$ cat src/rtl/tl_state_seq.sv
// Two-street traffic-light phase sequencer with optional protected left-turn phases.
// Dwell timing advances on tick; left-turn requests are latched until their left phase is served.
module tl_state_seq #(
    parameter int unsigned MIN_GRN  = 8,
    parameter int unsigned YEL_CYC  = 4,
    parameter int unsigned LEFT_CYC = 6
) (
    input  logic       clk,
    input  logic       reset_n,
    input  logic       tick,
    input  logic       Ta,
    input  logic       Tb,
    input  logic       La_req,
    input  logic       Lb_req,
    output logic [2:0] state
);

    typedef enum logic [2:0] {
        S_A_GRN  = 3'b000,
        S_A_YEL  = 3'b001,
        S_A_LEFT = 3'b010,
        S_A_LYEL = 3'b011,
        S_B_GRN  = 3'b100,
        S_B_YEL  = 3'b101,
        S_B_LEFT = 3'b110,
        S_B_LYEL = 3'b111
    } state_e;

    localparam logic [3:0] GRN_LAST  = 4'(MIN_GRN - 1);
    localparam logic [3:0] YEL_LAST  = 4'(YEL_CYC - 1);
    localparam logic [3:0] LEFT_LAST = 4'(LEFT_CYC - 1);

    state_e     state_q, state_d;
    logic [3:0] timer_q, timer_d;
    logic       la_pend_q, la_pend_d;
    logic       lb_pend_q, lb_pend_d;
    logic [3:0] dwell_last;
    logic       expired;

    // NOTE: every register updates with <= so all flops see pre-edge values.
    always_ff @(posedge clk) begin
        if (!reset_n) begin
            state_q   <= S_A_GRN;
            timer_q   <= 4'd0;
            la_pend_q <= 1'b0;
            lb_pend_q <= 1'b0;
        end else begin
            state_q   <= state_d;
            timer_q   <= timer_d;
            la_pend_q <= la_pend_d;
            lb_pend_q <= lb_pend_d;
        end
    end

    always_comb begin
        // NOTE: every output is given a default first, so no path can infer a latch.
        state_d    = state_q;
        timer_d    = timer_q;
        dwell_last = YEL_LAST;
        unique case (state_q)
            S_A_GRN, S_B_GRN:   dwell_last = GRN_LAST;
            S_A_LEFT, S_B_LEFT: dwell_last = LEFT_LAST;
            default:            dwell_last = YEL_LAST;
        endcase
        // Out-of-range timer values count as expiry, so the block can never stall.
        expired = (timer_q >= dwell_last);

        la_pend_d = (la_pend_q | La_req) & (state_q != S_A_LEFT);
        lb_pend_d = (lb_pend_q | Lb_req) & (state_q != S_B_LEFT);

        if (tick) begin
            unique case (state_q)
                S_A_GRN:  if (expired && !Ta) state_d = S_A_YEL;
                S_A_YEL:  if (expired) state_d = la_pend_q ? S_A_LEFT : S_B_GRN;
                S_A_LEFT: if (expired) state_d = S_A_LYEL;
                S_A_LYEL: if (expired) state_d = S_B_GRN;
                S_B_GRN:  if (expired && !Tb) state_d = S_B_YEL;
                S_B_YEL:  if (expired) state_d = lb_pend_q ? S_B_LEFT : S_A_GRN;
                S_B_LEFT: if (expired) state_d = S_B_LYEL;
                S_B_LYEL: if (expired) state_d = S_A_GRN;
            endcase
            // A held green with traffic present pins the timer at its last value.
            if (state_d != state_q) timer_d = 4'd0;
            else if (expired)       timer_d = dwell_last;
            else                    timer_d = timer_q + 4'd1;
        end
    end

    always_comb begin
        state = state_q;
    end

endmodule

$ cat config.mk
export PLATFORM = sky130hd
export DESIGN_NAME = tl_state_seq
export DESIGN_NICKNAME = d
export VERILOG_FILES = /design/src/rtl/tl_state_seq.sv
export SDC_FILE = /design/constraint.sdc
export NUM_CORES = 1
export LEC_CHECK = 0
export ABC_AREA = 1
export BUFFER_PORTS_ARGS = -buffer_cell sky130_fd_sc_hd__buf_4
export CORE_MARGIN = 3
export CORE_UTILIZATION = 45
export DETAILED_ROUTE_END_ITERATION = 8
export GPL_TIMING_DRIVEN = 0
export HOLD_SLACK_MARGIN = 0.1
export PLACE_DENSITY = 0.71
export SKIP_LAST_GASP = 1
export SYNTH_ARGS = -nofsm -noshare
export SYNTH_HDL_FRONTEND = slang
export SYNTH_SLANG_ARGS = --single-unit
$ cat constraint.sdc
create_clock -name clk -period 2 [get_ports clk]
set_clock_uncertainty 0.15 [all_clocks]
set_input_delay 0.3 -clock clk [delete_from_list [all_inputs] [get_ports clk]]
set_output_delay 0.3 -clock clk [all_outputs]
set_load 0.02 [all_outputs]
==> metrics.txt, run 1 <==
Max Freq=approximately 540 MHz; CP max-delay cell=dfxtp_4; Most common cell on crit path=nand2_1; sequential area share after synthesis=0.284; DRC=0; CP cell instances=inv_4, nor2_4, ha_1, nand2_1, nand2_1, nand2_2, nand2_4, buf_8, o211ai_1, nand4_1, nand2_1, inv_1; critical path's largest stage delay=roughly 0.37 ns; final hold vios=0; vias in the first global route=542; Initial Utilization=0.522; worst slew pin tran=0.343 ns; Chip Height=43.5 um; min-delay worst type=primary input to register; H-tree levels=1; RSZ-0062 raised after global routing=no; critical path fanouts, max=10; top-count cell post-synth=nand2_1; cell row count=12; Die Span X=approximately 44 um; crit start category=register; area grow syn2layout=22.3%; Placed Area=712 um^2; WL per Instance=11.3 um; Final Core Density=0.638; Synth top cells by count=21 x nand2_1, 16 x inv_1, 10 x a21oi_1; share of layout cells above drive strength 1=0.223; top cells by area, synth=dfxtp_1 28%, nand2_1 12%, inv_1 9.5%; ys flop type=dfxtp_1; clock slew at reported path FFs=0.06 ns; placed wire-length estimate=about 1.1 mm; Total GRT Usage=0.159; final setup violation count=0; Final Net Count=roughly 120; Core Area=1220 um^2; cts hold-fix bufs=0; drt total wl=approximately 1.4 mm; clk buf depth=2; Async S/R FF share, synth=0; drt first pass iters=4; number of synthesized flops with an enable pin=0; Synth Register Bits=9; Post-Syn Nets=107; final period demand of the worst path=1.86 ns; Static Leak=0.369 nW; post-synthesis cell count=97; Via density=5.37; final instance area=about 780 um^2; I/O pin total=10; Final Power=0.449 mW; Worst VDD drop=about 0.40 mV; CTS tree=done; Worst-Skew Late Latency=0.27 ns; Register Area=184 um^2; number of antenna diodes=0; CTS root buf=clkbuf_4; max-slew violation count=0; CP endpoint kind=register; initial DRC count=12; # placed instances=119; Routability Congestion=between 0.7 and 0.8; non-filler cells, final=approximately 130; area occupied by multi-input gates=365 um^2; yosys warns=0; first-pass GRT wire length=2.32 mm; antenna violations before repair=0; Netlist cell types=20; Final period util=0.928; Arr. time, crit path=roughly 1.9 ns; Post-Syn Area=634 um^2; Syn Area/Cell=between 6 and 7 um^2; status=finished clean; die area=1900 um^2; PwrDens=579 nW/um^2; DRT antenna net count=0; Num CTS Buffers=3; CTS Sinks=9; max_cap viols=0; Layout fillers=114; Vias=676; gr ovfl total=0; largest net degree at the start of global routing=11; worst endpoint required time=2.02 ns; Rel. slew slack=0.771; CP Class=register to register; top-area cell type share of the netlist area=0.284; IO Port Bufs=8; setup total negative slack=0 ns; area leader, netlist=dfxtp_1
-- cell usage in the layout (no fill, tap or decap) --
cell / Yosys / layout
nand2_2: 1 / 1
o211ai_1: 3 / 3
nand4_1: 4 / 4
nor2_4: 0 / 1
clkbuf_1: 2 / 3
a21oi_2: 1 / 1
o21ai_1: 1 / 1
nor2_1: 5 / 5
clkbuf_4: 0 / 3
ha_1: 3 / 3
o211ai_2: 1 / 1
nand3_1: 9 / 9
buf_6: 0 / 1
o21ai_0: 4 / 4
nand2_4: 1 / 1
nand2_1: 21 / 21
dfxtp_4: 0 / 1
buf_8: 1 / 1
inv_1: 16 / 16
nor2_2: 3 / 2
dfxtp_1: 9 / 8
buf_4: 1 / 11
a21oi_1: 10 / 10
inv_4: 0 / 1
-- what timing repair did --
item                                    4_1_cts  5_1_grt
pin swaps                                     0        2
resized for setup                             1        4
buffers inserted                              0        3
endpoints found under the setup margin        4        7
-- worst paths after layout --
path	depth (start not counted)	slack (ns)	end	from
min reg2reg	2	0.33	timer_q[3]	timer_q[3]
max reg2reg	12	0.14	state[1]	state[1]
max	12	0.14	state[1]	state[1]
min	3	0.13	state[0]	reset_n
-- cells by family after synthesis --
group,count (synthesis),synth area share
AOI/OAI and AO/OA,20,0.187
buffers and inverters,21,0.148
and+or+nand+nor,44,0.322
adders and majority gates,3,0.0592
DFF,9,0.284
-- layout make-up --
type | instances | share of cell area
tap | 14 | 0.0226
timing repair buffer | 11 | 0.106
multi-input combinational | 67 | 0.471
clock buffer | 4 | 0.0339
inverter | 17 | 0.0855
sequential | 9 | 0.237
buffer | 4 | 0.0435
-- power by group --
part | switching (mW) | internal (mW)
Clock | 0.0646 | 0.0769
Sequential | 0.0105 | 0.190
Combinational | 0.0600 | 0.0465
-- critical path: cells and delay by family (launching register included) --
kind	cells	cell delay, ns
AOI/OAI and AO/OA	1	0.15
adders and majority gates	1	0.23
DFF	1	0.37
and+or+nand+nor	7	0.60
buffers and inverters	3	0.24
-- registers in the layout (all words and copies together), names as in the netlist --
register   flops
lb_pend_q      1
state          3
timer_q        4
la_pend_q      1
-- metal layers --
metal | vias up | track usage | part of all wire
li1 | 349 | - | -
met4 | 0 | 0.0181 | 0.013
met5 | - | 0 | 0
met1 | 301 | 0.229 | 0.46
met3 | 4 | 0.0747 | 0.078
met2 | 22 | 0.221 | 0.45
-- through the flow --
step	worst slack [ns]	hold slack, ns
floorplan	0.0605	0.288
global placement	-0.00315	0.322
detailed placement	-0.0386	0.326
CTS	0.00571	0.140
global route	0.00433	0.170
finish	0.144	0.129
Note: power is estimated with default switching activity, not from simulation.
==> run 2: changes to the inputs <==
--- a/config.mk
+++ b/config.mk
@@ -11,2 +11,3 @@
 export CORE_UTILIZATION = 45
+export CTS_BUF_LIST = sky130_fd_sc_hd__clkbuf_4
 export DETAILED_ROUTE_END_ITERATION = 8
==> constraint.sdc (replaced) <==
create_clock -name clk -period 2 [get_ports clk]
set_clock_uncertainty 0.15 [all_clocks]
set_input_delay 0 -clock clk [delete_from_list [all_inputs] [get_ports clk]]
set_output_delay 0 -clock clk [all_outputs]
set_load 0.02 [all_outputs]
==> run 2 against run 1 <==
Against the previous run:
- die area is the same
- sequential cell count is the same
- via count rose by 5.3%
- power is 5.2% higher
- wire length increased by 6.3%
- global-route usage grew 1.1 points
- largest power group unchanged
==> metrics.txt, run 2 (synthesized netlist as in run 1, its figures left out) <==
die area=1900 um^2; max_cap viols=0; Final period util=0.930; Vias=712; DRC=0; Arr. time, crit path=1.88 ns; Largest Register=timer_q; antenna violations before repair=0; initial DRC count=32; CP endpoint kind=register; most frequent cells in the layout=21 x nand2_1, 16 x inv_1, 11 x buf_4; I/O pin total=10; Rel. slew slack=0.773; H-tree levels=1; Switch Pwr=0.137 mW; Core Area=1220 um^2; CTS root buf=clkbuf_4; share of layout cells above drive strength 1=0.220; worst endpoint required time=2.02 ns; vias in the first global route=582; Initial Utilization=0.522; final hold vios=0; gr ovfl total=0; final period demand of the worst path=1.86 ns; DRT antenna net count=0; clock share of power=0.324; critical path fanouts, max=10; first-pass GRT wire length=2.46 mm; drt total wl=1.51 mm; largest net degree at the start of global routing=11; CP Class=register to register; Logic pwr share=0.250; PwrDens=562 nW/um^2; IO Port Bufs=8; area grow syn2layout=32.3%; CTS tree=done; Worst-Skew Late Latency=~0.26 ns; placed wire-length estimate=1.06 mm; Total GRT Usage=0.170; CTS Sinks=9; setup total negative slack=0 ns; crit start category=register; Worst VDD drop=0.434 mV; RSZ-0062 raised after global routing=no; Max Freq=around 540 MHz; r2r setup slk=0.14 ns; Num CTS Buffers=3; Static Leak=0.399 nW; commonest non-fill, non-tap cell in the layout=nand2_1; max reg flops=4; max-slew violation count=0; Die Span X=between 40 and 50 um; status=finished clean; cell row count=12; Pint=0.336 mW; Final Core Density=0.690; Routability Congestion=0.800; Switching Fraction=0.289; drt first pass iters=4; min-delay worst type=primary input to register; Chip Height=43.5 um; number of antenna diodes=0; Final Net Count=roughly 130; Via density=5.39; clk buf depth=2; final setup violation count=0; worst slew pin tran=0.341 ns; sequential group share of total power=0.426; WL per Instance=11.4 um; clock slew at reported path FFs=0.06 ns
[run 2: cell count changes in the layout (fill, tap and decap cells not counted), sizes merged]
| cell | change |
|---|---|
| dlygate4sd3 | +6 |
[run 2: what timing repair did]
item,4_1_cts,5_1_grt
setup buffers,0,3
gates resized for setup,1,4
endpoints found under the hold margin,9,0
hold buffers,6,0
setup endpoints to repair,4,7
pin swaps,0,2
[run 2: power by group through the flow]
stage,sequential [mW],clock [mW],combinational [mW]
after CTS,0.201,0.155,0.109
after floorplan,0.207,0,0.0649
final,0.201,0.153,0.118
after global placement,0.204,0,0.0955
after detailed placement,0.205,0,0.0972
after global routing,0.202,0.165,0.131
[run 2: stage by stage]
stage | cells | power (mW) | hold WS, ns | instance area, um^2 | setup slack, ns
after floorplan | 97 | 0.272 | -0.0116 | 634 | 0.0605
after global placement | 119 | 0.300 | 0.102 | 712 | -0.00315
after detailed placement | 119 | 0.302 | 0.105 | 712 | -0.0386
after CTS | 129 | 0.465 | 0.189 | 807 | 0.00551
after global routing | 132 | 0.499 | 0.219 | 840 | 0.00189
final | 132 | 0.472 | 0.192 | 840 | 0.141
[run 2: worst paths after layout]
kind,endpoint,startpoint,cells after the start
setup / recovery,state[1],state[1],12
hold / removal,timer_q[2],Ta,7
hold reg to reg,timer_q[3],timer_q[3],2
setup reg to reg,state[1],state[1],12
[run 2: critical path, stage by stage (launching register included)]
cell and delay [ns]:
dfxtp_4 0.37, inv_4 0.06, nor2_4 0.12, ha_1 0.24, nand2_1 0.07, nand2_1 0.06, nand2_2 0.08, nand2_4 0.08
buf_8 0.15, o211ai_1 0.15, nand4_1 0.10, nand2_1 0.09, inv_1 0.03
[run 2: layout make-up]
type | instances | area [um^2]
plain buffers | 4 | 33.8
clock buffers | 4 | 30.0
fillers | 103 | 377
inverters | 17 | 66.3
multi-input cells | 67 | 365
flip-flops and latches | 9 | 184
well taps | 14 | 17.5
repair buffers | 17 | 143
[run 2: per-layer routing]
layer	vias to the layer above	track usage	wire (um)
li1	362	-	-
met1	324	0.229	677
met2	24	0.259	714
met3	2	0.0747	109
met4	0	0.0181	8
met5	-	0	0
